<file path="config.mk">
export PLATFORM = sky130hd
export DESIGN_NAME = inverse_bwt
export DESIGN_NICKNAME = d
export VERILOG_FILES = /design/src/rtl/bwt_pkg.sv /design/src/rtl/lf_rank.sv /design/src/rtl/inverse_bwt.sv
export SDC_FILE = /design/constraint.sdc
export NUM_CORES = 1
export LEC_CHECK = 0
export CORE_UTILIZATION = 45
export DETAILED_ROUTE_END_ITERATION = 10
export HOLD_SLACK_MARGIN = 0.1
export PLACE_DENSITY = 0.59
export RECOVER_POWER = 50
export SLEW_MARGIN = 30
export SYNTH_ARGS = -nofsm -noshare
export SYNTH_HDL_FRONTEND = slang
export SYNTH_SLANG_ARGS = --single-unit
export TNS_END_PERCENT = 5
</file>
<file path="constraint.sdc">
create_clock -name clk -period 15.64 [get_ports clk]
set_input_delay 3.128 -clock clk [delete_from_list [all_inputs] [get_ports clk]]
set_output_delay 3.128 -clock clk [all_outputs]
set_load 0.05 [all_outputs]
</file>
<file path="src/rtl/bwt_pkg.sv">
// ---------------------------------------------------------------------------
// bwt_pkg
// Shared constants and types for the BWT datapath (forward sort/merge and
// the inverse decoder).
//   BLOCK_LEN   : symbols per block (power of two, >= 2)
//   ELEMENT_LEN : bits per symbol
//   IDX_W       : width of a row index inside a block
//   sym_t       : one symbol
//   idx_t       : one row index
//   ibwt_state_t: inverse decoder phases LOAD -> RANK -> WALK -> EMIT
// ---------------------------------------------------------------------------
package bwt_pkg;

    localparam int BLOCK_LEN   = 8;
    localparam int ELEMENT_LEN = 8;
    localparam int IDX_W       = $clog2(BLOCK_LEN);

    typedef logic [ELEMENT_LEN-1:0] sym_t;
    typedef logic [IDX_W-1:0]       idx_t;

    // Index of the final row; used as the terminal count of every phase.
    localparam idx_t LAST_IDX = idx_t'(BLOCK_LEN - 1);

    typedef enum logic [1:0] {
        LOAD = 2'd0,
        RANK = 2'd1,
        WALK = 2'd2,
        EMIT = 2'd3
    } ibwt_state_t;

endpackage

</file>
<file path="src/rtl/lf_rank.sv">
// ---------------------------------------------------------------------------
// lf_rank
// Combinational LF-mapping for one row of the last column L:
//   LF[i] = #{j : L[j] < L[i]} + #{j < i : L[j] == L[i]}
// Ties between equal symbols are broken by row order, which is what makes
// blocks of identical symbols decode correctly.
// Ports:
//   i_l   : the full L column, row 0 at index 0
//   i_row : row i being ranked
//   o_lf  : LF[i]; at most BLOCK_LEN-1, so it always fits in IDX_W bits
// ---------------------------------------------------------------------------
module lf_rank
    import bwt_pkg::*;
(
    input  logic [ELEMENT_LEN-1:0] i_l [BLOCK_LEN],
    input  logic [IDX_W-1:0]       i_row,
    output logic [IDX_W-1:0]       o_lf
);

    logic [ELEMENT_LEN-1:0] w_key;
    logic [BLOCK_LEN-1:0]   w_hit;
    logic [IDX_W-1:0]       w_sum;

    assign w_key = i_l[i_row];

    // One comparator per row: counts strictly smaller symbols, plus equal
    // symbols that sit in an earlier row.  Row i itself never hits.
    for (genvar gi = 0; gi < BLOCK_LEN; gi++) begin : g_cmp
        assign w_hit[gi] = (i_l[gi] < w_key) ||
                           ((i_l[gi] == w_key) && (IDX_W'(gi) < i_row));
    end

    // Popcount; row i never counts itself, so the total stays below BLOCK_LEN.
    always_comb begin
        w_sum = '0;
        for (int j = 0; j < BLOCK_LEN; j++) begin
            w_sum = w_sum + IDX_W'(w_hit[j]);
        end
    end

    assign o_lf = w_sum;

endmodule

</file>
<file path="src/rtl/inverse_bwt.sv">
// ---------------------------------------------------------------------------
// inverse_bwt
// Inverse Burrows-Wheeler decoder for one fixed-length block.  Loads the last
// column L plus the primary index, ranks every row into the LF table, walks
// LF backwards from the primary row to rebuild the block, then streams the
// block out in forward order.
// Ports:
//   clk, rst     : clock (rising edge) and asynchronous active-low reset
//   in_valid     : L symbol valid
//   in_ready     : decoder is in LOAD and can take a symbol
//   in_data      : L symbol, row 0 first
//   primary_idx  : row holding the original string, taken with the first beat
//   out_valid    : decoded symbol valid
//   out_ready    : downstream accepts the symbol
//   out_data     : decoded symbol, S[0] first
//   out_last     : marks S[BLOCK_LEN-1]
//   busy         : high unless idle in LOAD with nothing loaded
// ---------------------------------------------------------------------------
module inverse_bwt
    import bwt_pkg::*;
(
    input  logic                   clk,
    input  logic                   rst,
    input  logic                   in_valid,
    output logic                   in_ready,
    input  logic [ELEMENT_LEN-1:0] in_data,
    input  logic [IDX_W-1:0]       primary_idx,
    output logic                   out_valid,
    input  logic                   out_ready,
    output logic [ELEMENT_LEN-1:0] out_data,
    output logic                   out_last,
    output logic                   busy
);

    ibwt_state_t r_state;
    idx_t        r_cnt;
    idx_t        r_p;
    logic        r_in_ready;
    logic        r_out_valid;
    logic        r_out_last;
    sym_t        r_out_data;

    // Block storage; contents are don't-care after reset.
    sym_t r_l  [BLOCK_LEN];
    idx_t r_lf [BLOCK_LEN];
    sym_t r_s  [BLOCK_LEN];

    logic w_accept;
    idx_t w_cnt_inc;
    idx_t w_lf;

    assign w_accept  = (r_state == LOAD) && in_valid && r_in_ready;
    assign w_cnt_inc = r_cnt + 1'b1;

    lf_rank u_lf_rank (
        .i_l   (r_l),
        .i_row (r_cnt),
        .o_lf  (w_lf)
    );

    // Control FSM with registered handshake outputs.
    always_ff @(posedge clk or negedge rst) begin
        if (!rst) begin
            r_state     <= LOAD;
            r_cnt       <= '0;
            r_p         <= '0;
            r_in_ready  <= 1'b0;
            r_out_valid <= 1'b0;
            r_out_last  <= 1'b0;
            r_out_data  <= '0;
        end else begin
            case (r_state)
                LOAD: begin
                    // in_ready rises on the first clock after reset release.
                    r_in_ready <= 1'b1;
                    if (w_accept) begin
                        if (r_cnt == '0) begin
                            r_p <= primary_idx;
                        end
                        if (r_cnt == LAST_IDX) begin
                            r_state    <= RANK;
                            r_cnt      <= '0;
                            r_in_ready <= 1'b0;
                        end else begin
                            r_cnt <= w_cnt_inc;
                        end
                    end
                end
                RANK: begin
                    if (r_cnt == LAST_IDX) begin
                        r_state <= WALK;
                        r_cnt   <= '0;
                    end else begin
                        r_cnt <= w_cnt_inc;
                    end
                end
                WALK: begin
                    r_p <= r_lf[r_p];
                    if (r_cnt == LAST_IDX) begin
                        // The final step produces S[0]; forward it straight to
                        // the output register since r_s is written this same edge.
                        r_state     <= EMIT;
                        r_cnt       <= '0;
                        r_out_valid <= 1'b1;
                        r_out_data  <= r_l[r_p];
                        r_out_last  <= 1'b0;
                    end else begin
                        r_cnt <= w_cnt_inc;
                    end
                end
                EMIT: begin
                    if (out_ready) begin
                        if (r_cnt == LAST_IDX) begin
                            r_state     <= LOAD;
                            r_cnt       <= '0;
                            r_out_valid <= 1'b0;
                            r_out_last  <= 1'b0;
                            r_out_data  <= '0;
                            r_in_ready  <= 1'b1;
                        end else begin
                            r_cnt      <= w_cnt_inc;
                            r_out_data <= r_s[w_cnt_inc];
                            r_out_last <= (w_cnt_inc == LAST_IDX);
                        end
                    end
                end
                default: begin
                    r_state <= LOAD;
                    r_cnt   <= '0;
                end
            endcase
        end
    end

    // Array writes, enabled from registered state.
    always_ff @(posedge clk) begin
        if (w_accept) begin
            r_l[r_cnt] <= in_data;
        end
        if (r_state == RANK) begin
            r_lf[r_cnt] <= w_lf;
        end
        // The walk recovers the block back to front.
        if (r_state == WALK) begin
            r_s[LAST_IDX - r_cnt] <= r_l[r_p];
        end
    end

    assign in_ready  = r_in_ready;
    assign out_valid = r_out_valid;
    assign out_data  = r_out_data;
    assign out_last  = r_out_last;
    assign busy      = !((r_state == LOAD) && (r_cnt == '0));

endmodule

</file>
==> flow_summary.yaml <==
critical_path:
  rrSetupSlack_ns: 7.31
  max_stage_delay_ns: 2.23
  cp.arrival_ns: 5.20
  worstSetupPathType: "flip-flop to output pin"
  cp_max_fo: 56
  critPathBufInv: 3
  crit_path_end_kind: "output pin"
  start_kind: "flip-flop"
  crit_chain: "clkbuf_1, inv_1, ha_1, nand3b_1, clkdlybuf4s50_1"
  crit_family: "buffers and inverters"
  required_ns: 12.51
  crit_slowest_cell: "clkbuf_1"
die:
  core.rowCount: 51
  dieArea_sq_um: 20800
  initial_core_util: 0.464
  die_w_um: 144
  coreArea_sq_um: 19700
  fp.dieH_um: 144
  io_pins: 27
clock_tree:
  cts-hold-fix-buffers: 0
  ctsResizeCount: 0
  cts.sinks: 171
  clk_pin_slew_worst_paths_ns: 0.07
  post-cts-setup-buffer-count: 0
  clockRootBuffer: "clkbuf_16"
  cts_buffers: 17
  cts_tree: "built"
  cts.path.max_buffers: 2
  insertion_delay_ns: 0.45
  cts.htree.levels: 4
layout:
  fin_nets: 782
  fin_util: 0.522
  layout_commonest_cell: "edfxtp_1"
  area_growth_pct: 12.4
  diodes: 0
  drive_gt1_frac: 0.134
  mostFrequentLayoutCells: "edfxtp_1, ha_1, nor2_1, mux2_2"
global_routing:
  grt_pass1_wl_mm: 35.4
  grt_max_degree: 57
  track_usage: 0.242
  overflow: 0
  antenna_found_initial: 0
  first_global_vias: 5854
synthesis:
  synth.distinct_cells: 46
  synth_edf_count: 152
  ys_seq_area_frac: 0.553
  syn_nets: 750
  synth_top_area_frac: 0.500
  ys_dominant_reg_cell: "edfxtp_1"
  yosys.area.top_type: "edfxtp_1"
  ys_seq_elements: 171
  synth.cell_area_sq_um: 9120
  yosys_warnings: 0
  async_flop_share: 0.111
  synthCells: 658
  yosys-top-cells-area: "edfxtp_1, ha_1, dfrtp_1, mux2_2, mux4_1"
  avgSynthCellArea_sq_um: 13.9
detailed_routing:
  viasPerCell: 5.98
  ant_nets: 0
  first_pass_iters: 5
  vias: 5790
  drt-initial-drc-count: 545
  remaining_drc_errors: 0
  routedWlPerCell_um: 24.1
  drt-total-wl_mm: 23.3
sta:
  slew_headroom: -1.12
  fmax_mhz: 120
  setup_tns_ns: 0
  rsz0062_at_grt: "no"
  hold_viol_final: 0
  slew_viol_final: 66
  setup_violations: 0
  period_needed_ns: 8.33
  worst_pin_slew_ns: 3.18
  clock_skew_ns: 0.00935
  fin_crit_sh: 0.533
job:
  maxCapViolCount: 2
place:
  gp_congestion: 0.899
  dpl.hpwl_mm: 16.8
  portBuffers: 26
outcome:
  violations: "max-capacitance violations, max-slew violations"
  outcome: "complete, but fails checks"
worst_hold_path:
  hold_path.class: "flip-flop to flip-flop"
==> path summary, 6_finish.rpt <==
path / start / end / cells past startpoint
min reg2reg: out_valid$_DFFE_PN0P_ / out_valid$_DFFE_PN0P_ / 2
max in group asynchronous: rst / r_cnt[0]$_DFFE_PN0P_ / 1
min in group asynchronous: rst / out_data[1]$_DFFE_PN0P_ / 1
min: out_valid$_DFFE_PN0P_ / out_valid$_DFFE_PN0P_ / 2
max: r_cnt[0]$_DFFE_PN0P_ / busy / 5
max reg2reg: r_cnt[0]$_DFFE_PN0P_ / r_lf[0][2]$_DFFE_PP_ / 17
==> routing by layer <==
metal	up-vias	share of wire	track usage	wire, um
li1	2660	-	-	-
met1	2904	0.45	0.330	10500
met2	180	0.46	0.379	10800
met3	46	0.058	0.0411	1350
met4	0	0.031	0.108	717
met5	-	0	0	0
==> worst register-to-register path, cell delays in order, from the launching register on <==
cell	delay (ns)
dfrtp_2	0.34
clkbuf_1	2.23
inv_1	0.78
a221oi_1	0.44
a31oi_1	0.08
nor2_1	0.61
ha_1	0.37
nand2_1	0.09
o21ai_0	0.11
o31ai_1	0.31
ha_1	0.28
inv_1	0.08
fa_1	0.44
fa_1	0.56
inv_1	0.05
fa_1	0.45
fa_1	0.44
xor2_1	0.43
==> final cells by class <==
class                   count  area (sq um)
clock inverters            14           159
fillers                  1695          9400
repair buffers             42           363
inverters                  17          63.8
clock buffers              18           429
well taps                 265           332
multi-input cells         441          3860
flip-flops and latches    171          5040
==> cell families (layout without fill, tap and decap cells) <==
group	after synthesis	count (layout)	share of synthesized area
buffers and inverters	46	91	0.0261
XOR/XNOR	1	1	0.000961
AO/OA/AOI/OAI	123	123	0.0885
adder cells (fa/ha/maj)	77	77	0.109
multiplexers	87	87	0.141
flip-flops	171	171	0.553
AND/OR/NAND/NOR	153	153	0.0820
==> cell usage after synthesis, types with 11 or more instances <==
cell type	n
a21oi_1	31
dfrtp_1	19
edfxtp_1	152
ha_1	73
inv_1	17
mux2_2	36
mux2i_1	26
mux4_1	15
nand2_1	31
nand3_1	14
nand4_1	13
nor2_1	43
nor2b_1	16
nor3_1	11
o21ai_0	20
==> stage by stage <==
stage / std cells / area [sq um] / hold slack (ns) / setup slack (ns)
final: 968 / 10200 / 0.523 / 7.31
after global routing: 968 / 10200 / 0.549 / 6.83
after CTS: 968 / 10300 / 0.540 / 9.27
after detailed placement: 936 / 9690 / 0.522 / 9.30
after global placement: 936 / 9680 / 0.489 / 9.52
after floorplan: 658 / 9120 / 0.533 / 10.15
==> registers in the layout, indices dropped and copies added, names as in the netlist <==
| signal | flops |
|---|---|
| in_ready | 1 |
| out_data | 8 |
| out_last | 1 |
| out_valid | 1 |
| r_cnt | 3 |
| r_l | 64 |
| r_lf | 24 |
| r_p | 3 |
| r_s | 64 |
| r_state | 2 |
Power is not shown: default switching activity piles up to over one toggle a cycle in this logic, so the estimate is an artifact.
